File: config.mk
export PLATFORM = sky130hd
export DESIGN_NAME = i2c_read_arbiter
export DESIGN_NICKNAME = d
export VERILOG_FILES = /design/src/rtl/i2c_read_arbiter.sv
export SDC_FILE = /design/constraint.sdc
export NUM_CORES = 1
export LEC_CHECK = 0
export CORE_ASPECT_RATIO = 1.2
export CORE_MARGIN = 2
export CORE_UTILIZATION = 38
export DETAILED_ROUTE_END_ITERATION = 10
export PLACE_DENSITY = 0.79
export SLEW_MARGIN = 10
export SYNTH_ARGS = -nofsm -noshare
export SYNTH_HDL_FRONTEND = slang
export SYNTH_SLANG_ARGS = --single-unit
File: constraint.sdc
create_clock -name clk_50mhz -period 1.8 [get_ports clk_50mhz]
set_clock_uncertainty 0.15 [all_clocks]
set_input_delay 0.54 -clock clk_50mhz [delete_from_list [all_inputs] [get_ports clk_50mhz]]
set_output_delay 0.54 -clock clk_50mhz [all_outputs]
set_load 0.1 [all_outputs]
File: src/rtl/i2c_read_arbiter.sv
// Round-robin arbiter sharing one I2C read master among N_REQ requesters.
// Optional WAIT-state timeout is enabled by defining I2C_ARB_TIMEOUT_EN.
module i2c_read_arbiter #(
    parameter int N_REQ       = 3,
    parameter int TIMEOUT_CYC = 200000
) (
    input  logic                 clk_50mhz,
    input  logic                 rst,
    input  logic [N_REQ-1:0]     req,
    input  logic [8*N_REQ-1:0]   req_slave_addr,
    input  logic [8*N_REQ-1:0]   req_reg_addr,
    output logic [N_REQ-1:0]     gnt,
    output logic [N_REQ-1:0]     rsp_valid,
    output logic [7:0]           rsp_data,
    output logic                 rsp_err,
    output logic                 m_start,
    output logic [7:0]           m_slave_addr,
    output logic [7:0]           m_reg_addr,
    input  logic                 m_busy,
    input  logic                 m_done,
    input  logic                 m_ack_err,
    input  logic [7:0]           m_data
);

    // state | meaning
    // IDLE  | no transaction; pick next requester round-robin
    // ISSUE | owner granted; waiting for master idle to pulse m_start
    // WAIT  | master running; waiting for m_done (or timeout)
    // RESP  | rsp_valid pulsing to owner; release grant
    typedef enum logic [1:0] {IDLE, ISSUE, WAIT, RESP} state_t;

    localparam int IDX_W = (N_REQ > 1) ? $clog2(N_REQ) : 1;

    state_t             state_q;
    logic [IDX_W-1:0]   last_q;
    logic [IDX_W-1:0]   owner_q;
    logic [N_REQ-1:0]   gnt_q;
    logic [N_REQ-1:0]   rsp_valid_q;
    logic [7:0]         rsp_data_q;
    logic               rsp_err_q;
    logic               m_start_q;
    logic [7:0]         m_slave_addr_q;
    logic [7:0]         m_reg_addr_q;

    logic [IDX_W-1:0]   cand;
    logic [IDX_W-1:0]   pick_idx_d;
    logic               pick_found_d;
    logic [N_REQ-1:0]   pick_onehot_d;
    logic [7:0]         sel_slave_d;
    logic [7:0]         sel_reg_d;
    logic               to_hit;

    // Search starts one past the last served requester and wraps at N_REQ-1.
    always_comb begin
        cand         = last_q;
        pick_idx_d   = last_q;
        pick_found_d = 1'b0;
        for (int k = 0; k < N_REQ; k++) begin
            cand = (cand == IDX_W'(N_REQ - 1)) ? '0 : cand + 1'b1;
            if (!pick_found_d && req[cand]) begin
                pick_found_d = 1'b1;
                pick_idx_d   = cand;
            end
        end
    end

    always_comb begin
        pick_onehot_d = '0;
        sel_slave_d   = '0;
        sel_reg_d     = '0;
        for (int i = 0; i < N_REQ; i++) begin
            if (pick_idx_d == IDX_W'(i)) begin
                pick_onehot_d[i] = 1'b1;
                sel_slave_d      = req_slave_addr[8*i +: 8];
                sel_reg_d        = req_reg_addr[8*i +: 8];
            end
        end
    end

`ifdef I2C_ARB_TIMEOUT_EN
    localparam int TO_W = $clog2(TIMEOUT_CYC + 1);
    logic [TO_W-1:0] to_cnt_q;

    // Down-counter loaded as the master is started; terminal count ends WAIT.
    always_ff @(posedge clk_50mhz or posedge rst) begin
        if (rst) begin
            to_cnt_q <= '0;
        end else if (state_q == ISSUE && !m_busy) begin
            to_cnt_q <= TO_W'(TIMEOUT_CYC - 1);
        end else if (state_q == WAIT && to_cnt_q != '0) begin
            to_cnt_q <= to_cnt_q - 1'b1;
        end
    end

    assign to_hit = (state_q == WAIT) && (to_cnt_q == '0);
`else
    assign to_hit = 1'b0;
`endif

    always_ff @(posedge clk_50mhz or posedge rst) begin
        if (rst) begin
            state_q        <= IDLE;
            last_q         <= IDX_W'(N_REQ - 1);
            owner_q        <= '0;
            gnt_q          <= '0;
            rsp_valid_q    <= '0;
            rsp_data_q     <= '0;
            rsp_err_q      <= 1'b0;
            m_start_q      <= 1'b0;
            m_slave_addr_q <= '0;
            m_reg_addr_q   <= '0;
        end else begin
            m_start_q   <= 1'b0;
            rsp_valid_q <= '0;
            case (state_q)
                IDLE: begin
                    if (pick_found_d) begin
                        owner_q        <= pick_idx_d;
                        gnt_q          <= pick_onehot_d;
                        m_slave_addr_q <= sel_slave_d;
                        m_reg_addr_q   <= sel_reg_d;
                        state_q        <= ISSUE;
                    end
                end
                ISSUE: begin
                    if (!m_busy) begin
                        m_start_q <= 1'b1;
                        state_q   <= WAIT;
                    end
                end
                WAIT: begin
                    // m_done takes precedence over a coincident timeout
                    if (m_done) begin
                        rsp_data_q  <= m_data;
                        rsp_err_q   <= m_ack_err;
                        rsp_valid_q <= gnt_q;
                        state_q     <= RESP;
                    end else if (to_hit) begin
                        rsp_data_q  <= 8'hFF;
                        rsp_err_q   <= 1'b1;
                        rsp_valid_q <= gnt_q;
                        state_q     <= RESP;
                    end
                end
                RESP: begin
                    gnt_q   <= '0;
                    last_q  <= owner_q;
                    state_q <= IDLE;
                end
                default: state_q <= IDLE;
            endcase
        end
    end

    assign gnt          = gnt_q;
    assign rsp_valid    = rsp_valid_q;
    assign rsp_data     = rsp_data_q;
    assign rsp_err      = rsp_err_q;
    assign m_start      = m_start_q;
    assign m_slave_addr = m_slave_addr_q;
    assign m_reg_addr   = m_reg_addr_q;

endmodule

==> key figures, run 1 <==
Run status
  – Status: finished, final reports clean

Placement
  – Port bufs: 95
  – Placed Cells: 353
  – Dpl hpwl: 4670 µm
  – GPL Wtd Cong: 0.823
  – Dpl ws: -482 ps

Power and ir drop
  – Peak supply drop: 1.03 mV
  – P per Cell Area: 2110 mW/mm²
  – Leak: 1.56 nW

GRT
  – Grt ovf: 0
  – Antenna violations before repair: 0
  – Total Routing Usage GR: 0.206
  – Largest net degree at the start of global routing: 39
  – Number of global-route vias before repair: 2076
  – First-pass GRT wire length: 10200 µm

Floorplanning
  – Initial Util: 0.389
  – Number of cell rows: 30
  – Die X: 73.1 µm
  – Core Area: 0.00559 mm²
  – Die ar.: 0.00635 mm²
  – I/O pins: 96
  – Die height: 86.9 µm

Worst setup path
  – Critical path peak fanout: 7
  – Worst Path Required: 1830 ps
  – CP Capture Type: flop
  – Crit path DAT: 1770 ps
  – WS Path Type: reg -> reg
  – CP max-delay cell: dfrtp_1
  – CP max stage delay: 410 ps
  – Critical Path Source Type: flop
  – Crit-path cells: inv_1 > ha_4 > a22o_1 > a21oi_2 > mux2_1
  – Buffer and inverter count on the worst path: 1
  – Top Family by Delay on Critical Path: flip-flops

STA
  – Tcrit/Tclk final: 0.969
  – Slew headroom: 0.800
  – Shortest period the worst path allows: 1740 ps
  – RSZ-0062 raised after global routing: yes
  – Max-slew violation count: 0
  – TNS Setup: 0 ps
  – Final Hold Fails: 0
  – Final setup fails: 0
  – Setup WS post-layout: 55.7 ps
  – Worst Max-Slew Pin Slew: 296 ps
  – Achievable Freq: 0.573 GHz

Yosys
  – Number of synthesized flops with an enable pin: 0
  – Ys Warns: 0
  – Asr flop ratio synth: 1.00
  – Syn Nets: 256
  – Post-synthesis register bit count: 38
  – Mapped cell area: 0.00217 mm²
  – Synth cell types: 42
  – Synthesized area per cell: 11.6 µm²
  – Post-Syn Instances: 187
  – Share of the yosys chip area belonging to registers: 0.438
  – Main synth FF type: dfrtp_1

Cells and area
  – Fin cells: 361
  – Share of cells above drive strength 1: 0.300
  – Final Net Count: 366
  – Synth-to-layout area growth: 68.5%
  – ANT cells: 0
  – Most frequent cells in the layout: clkdlybuf4s50_1, dfrtp_1, buf_12, buf_4, a21oi_1
  – Fin util: 0.655
  – Commonest non-fill, non-tap cell in the layout: clkdlybuf4s50_1

Drt
  – DRT Pass-1 Iters: 4
  – Post-DRT Antenna Nets: 0
  – Initial detailed-routing violation count: 102
  – WL/cell: 17.2 µm
  – DR DRC count: 0
  – WL final: 6220 µm
  – Vias/cell: 5.55
  – Detailed-route via count: 2002

Clock tree
  – Worst-Skew Late Latency: 290 ps
  – TritonCTS Sinks: 38
  – Hold_buf cts: 0
  – TritonCTS Buffers: 5
  – Clock transition at the registers of the reported paths: 80 ps
  – Root Buffer: clkbuf_8
  – CTS tree: yes
  – Clk buf depth: 2
  – CTS H-tree depth: 2

Worst hold path
  – Min-delay worst type: reg -> reg

Job
  – Max Cap Violations: 0
-- stage by stage --
step / total power [mW] / cell area [µm²] / hold slack [ps]
final: 7.75 / 3660 / 349
after global routing: 8.09 / 3660 / 362
after CTS: 7.74 / 3640 / 345
after detailed placement: 7.14 / 3540 / 328
after global placement: 7.02 / 3540 / 309
after floorplan: 5.07 / 2170 / 294
-- logic make-up (layout without fill, tap and decap cells) --
family,count (synthesis),in the layout,share of synthesized area
fa+ha+maj,5,5,0.0288
compound gates,64,64,0.230
mux,17,17,0.0852
flops,38,38,0.438
simple gates,43,43,0.121
buf+inv,20,130,0.0978
-- routing by layer --
layer / global-route usage / vias up / wire length, µm
met5: 0 / - / 0
met4: 0.0589 / 0 / 92
met3: 0.0405 / 7 / 398
met2: 0.347 / 68 / 3250
met1: 0.267 / 980 / 2470
li1: - / 947 / -
-- where the power goes --
part	switching (mW)	total, mW	leakage, nW	internal (mW)
registers	0.406	1.64	0.453	1.24
logic	3.38	5.54	1.06	2.16
clock network	0.303	0.563	0.0438	0.260
total	4.09	7.75	1.56	3.66
-- worst register-to-register path: cells and delay by family, from the launching register on --
kind	cells	cell delay, ps
AO/OA/AOI/OAI	2	380
flip-flops	1	410
adder cells (fa/ha/maj)	1	210
buffers and inverters	1	140
multiplexers	1	330
-- worst paths after layout --
check / from / to / slack (ps) / cells past startpoint
min in group asynchronous: rst / rsp_data[2] / 470 / 3
hold reg to reg: owner_q[1] / owner_q[1] / 350 / 2
setup / recovery: state_q[0] / state_q[1] / 60 / 5
hold / removal: owner_q[1] / owner_q[1] / 350 / 2
max in group asynchronous: rst / last_q[1] / 770 / 3
setup reg to reg: state_q[0] / state_q[1] / 60 / 5
-- flip-flops by register name (all words and copies together), names as in the netlist --
| signal | flops |
|---|---|
| m_reg_addr | 8 |
| state_q | 2 |
| m_start | 1 |
| gnt | 3 |
| owner_q | 2 |
| rsp_err | 1 |
| rsp_data | 8 |
| rsp_valid | 3 |
| last_q | 2 |
| m_slave_addr | 8 |
-- cells in the mapped netlist (all sizes together) (6+ instances only) --
library cell  count  area (µm²)
a21oi            13        65.1
a31oi            11        68.8
buf               7        76.3
dfrtp            37         926
inv               6        22.5
mux2             12         135
nand2            11        41.3
nand3b           11        82.6
o311ai           11        96.3
o32ai            11        96.3
-- cell type report --
class / instances / area (µm²)
multi-input cells: 129 / 1050
flip-flops and latches: 38 / 952
inverters: 6 / 22.5
clock inverters: 2 / 10.0
repair buffers: 117 / 1480
fillers: 435 / 1930
clock buffers: 5 / 68.8
well taps: 64 / 80.1
-- what timing repair did --
action,in CTS,in global routing
gates cloned,0,0
resized for setup,7,3
pin swaps,0,0
buffers inserted,0,1
setup endpoints to repair,22,15
Note: power is estimated with default switching activity, not from simulation.
==> run 2: changes to the inputs <==
Settings changed: CORE_ASPECT_RATIO 1.2 to not set.
==> run 2 against run 1 <==
  * Wire length increased by 2.9%
  * Flip-flop and latch count unchanged
  * Design area up 0.10%
  * Combinational power about the same
  * First-iteration DRC count is 31% higher
  * Die area about the same
  * Critical path type is now in -> reg
  * Critical endpoint is now m_slave_addr[6]
  * Highest routed layer unchanged
==> key figures, run 2 (synthesis gave the netlist of run 1 again) <==
Run status
  – Status: finished, final reports clean

GRT
  – GR Util met3: 0.0554 (+0.0149)
  – First-pass GRT wire length: 10200 µm (unchanged)
  – GR peak layer: met2
  – Grt met2 use: 0.366 (+0.0191)
  – Total Routing Usage GR: 0.207 (+0.000432)
  – Grt ovf: 0 (unchanged)
  – Antenna violations before repair: 0 (unchanged)
  – Number of global-route vias before repair: 2107 (+1.5%)
  – Met1 usage: 0.247 (-0.0200)
  – Largest net degree at the start of global routing: 39 (unchanged)

Clock tree
  – Clock transition at the registers of the reported paths: 80 ps (about the same)
  – TritonCTS Buffers: 5 (unchanged)
  – CTS H-tree depth: 2 (unchanged)
  – CTS tree: yes
  – Root Buffer: clkbuf_8
  – Hold_buf cts: 0 (unchanged)
  – TritonCTS Sinks: 38 (unchanged)
  – Clk buf depth: 2 (unchanged)
  – Worst-Skew Late Latency: 300 ps (about the same)

Placement
  – GPL Wtd Cong: 0.804 (-2.3%)
  – Port bufs: 95 (unchanged)
  – Dpl ws: -573 ps (-90.2 ps)
  – Dpl hpwl: 4710 µm (+0.99%)

Cells and area
  – Synth-to-layout area growth: 68.7%
  – Fillers: 407 (-6.4%)
  – ANT cells: 0 (unchanged)
  – Seq. cell area: 952 µm² (unchanged)
  – Final Net Count: 365 (-0.27%)
  – Commonest non-fill, non-tap cell in the layout: clkdlybuf4s50_1
  – Most frequent cells in the layout: clkdlybuf4s50_1, dfrtp_1, buf_12, buf_4, a21oi_1
  – Share of cells above drive strength 1: 0.303 (+0.00337)
  – Footprint of the multi-input gates: 0.00104 mm² (-0.60%)

Worst hold path
  – Worst Hold Launch: owner_q[1]
  – Min-delay worst type: reg -> reg

Power and ir drop
  – P per Cell Area: 2120 mW/mm² (+0.38%)
  – Leak: 1.55 nW (-0.44%)
  – Peak supply drop: 1.18 mV (+15%)

Floorplanning
  – Die ar.: 0.00634 mm² (about the same)
  – Core Area: 0.00551 mm² (-1.5%)
  – Die X: 79.6 µm (+9.0%)
  – Number of cell rows: 27 (-10%)
  – I/O pins: 96 (unchanged)
  – Die height: 79.6 µm (-8.3%)
  – Initial Util: 0.395 (+0.00610)

Worst setup path
  – Buffer and inverter count on the worst path: 2 (+1)
  – Critical path peak fanout: 6 (-1)
  – Worst-case reg-to-reg path depth: 5 (unchanged)
  – Crit path DAT: 1770 ps (about the same)
  – Worst R2R Start: state_q[0]
  – CP max-delay cell: dlygate4sd2_1
  – Levels on crit path: 6 (+1)
  – CP Capture Type: flop
  – Worst setup startpoint: req[1]
  – Critical Path Source Type: input pin
  – Crit-path cells: dlygate4sd2_1 > nand2b_2 > a22oi_4 > buf_4 > mux2i_1 > o211ai_2
  – Worst Path Required: 1820 ps (about the same)
  – Top Family by Delay on Critical Path: buffers and inverters
  – CP max stage delay: 410 ps (about the same)
  – Setup crit end: m_slave_addr[6]
  – R2r setup slk: 100 ps (+40 ps)
  – WS Path Type: in -> reg
  – RR Endpoint: state_q[1]

Drt
  – WL final: 6400 µm (+2.9%)
  – Detailed-route via count: 2052 (+2.5%)
  – Post-DRT Antenna Nets: 0 (unchanged)
  – Initial detailed-routing violation count: 134 (+31%)
  – Vias/cell: 5.56 (+0.28%)
  – WL/cell: 17.3 µm (+0.66%)
  – DRT Pass-1 Iters: 4 (unchanged)
  – DR DRC count: 0 (unchanged)

STA
  – Setup WS post-layout: 50.9 ps (-4.76 ps)
  – Final Hold Fails: 0 (unchanged)
  – RSZ-0062 raised after global routing: no
  – Tcrit/Tclk final: 0.972 (+0.00265)
  – TNS Setup: 0 ps (unchanged)
  – Worst Max-Slew Pin Slew: 519 ps (+223 ps)
  – Achievable Freq: 0.572 GHz (-0.27%)
  – Shortest period the worst path allows: 1750 ps (+4.76 ps)
  – Final setup fails: 0 (unchanged)
  – Max-slew violation count: 0 (unchanged)
  – Slew headroom: 0.654 (-0.146)

Job
  – Max Cap Violations: 0 (unchanged)
[run 2: final cells by class]
type | count | area share
clock buffers | 6 | 0.0225
clock inverters | 2 | 0.00341
inverters | 6 | 0.00614
multi-input cells | 129 | 0.284
flip-flops and latches | 38 | 0.260
well taps | 72 | 0.0246
repair buffers | 116 | 0.400
[run 2: worst reg2reg max path: stages (launching register included)]
cell and delay (ps):
dfrtp_1 420, inv_2 90, ha_4 190, a22o_1 230, a21oi_2 150, mux2_1 350
[run 2: what timing repair did]
action                                  in CTS  in global routing
gates resized for setup                      8                  4
endpoints found under the setup margin      23                 17
setup buffers                                0                  1
pin swaps                                    0                  1
[run 2: worst min path at each step]
stage | depth (start not counted) | slack [ps] | to
2_1_floorplan | 2 | 290 | owner_q[1]
3_3_place_gp | 2 | 310 | owner_q[1]
3_5_place_dp | 2 | 330 | owner_q[1]
4_1_cts | 2 | 340 | owner_q[1]
5_1_grt | 2 | 370 | owner_q[1]
6_report | 2 | 340 | owner_q[1]
[run 2: per-layer routing]
layer  share of wire  up-vias
li1                -      946
met1            0.38      994
met2            0.52      104
met3           0.090        8
met4          0.0095        0
met5               0        -
[run 2: power by group]
part,total (mW),switching (mW),internal [mW]
registers,1.65,0.413,1.24
logic,5.52,3.38,2.14
clock network,0.617,0.309,0.308
[run 2: through the flow]
stage	power, mW	hold slack (ps)	utilization	cell area (µm²)	instances
finish	7.79	341	0.666	3670	369
global route	8.12	367	0.666	3670	369
CTS	7.74	344	0.662	3640	368
detailed placement	7.09	325	0.642	3530	360
global placement	6.97	311	0.642	3530	360
floorplan	5.07	294	-	2170	187
==> run 3: changes to the inputs <==
Settings changed: CAP_MARGIN set to 20.
==> results of run 3 <==
Same layout as run 2: the final DEF is identical, and so are final timing and power.
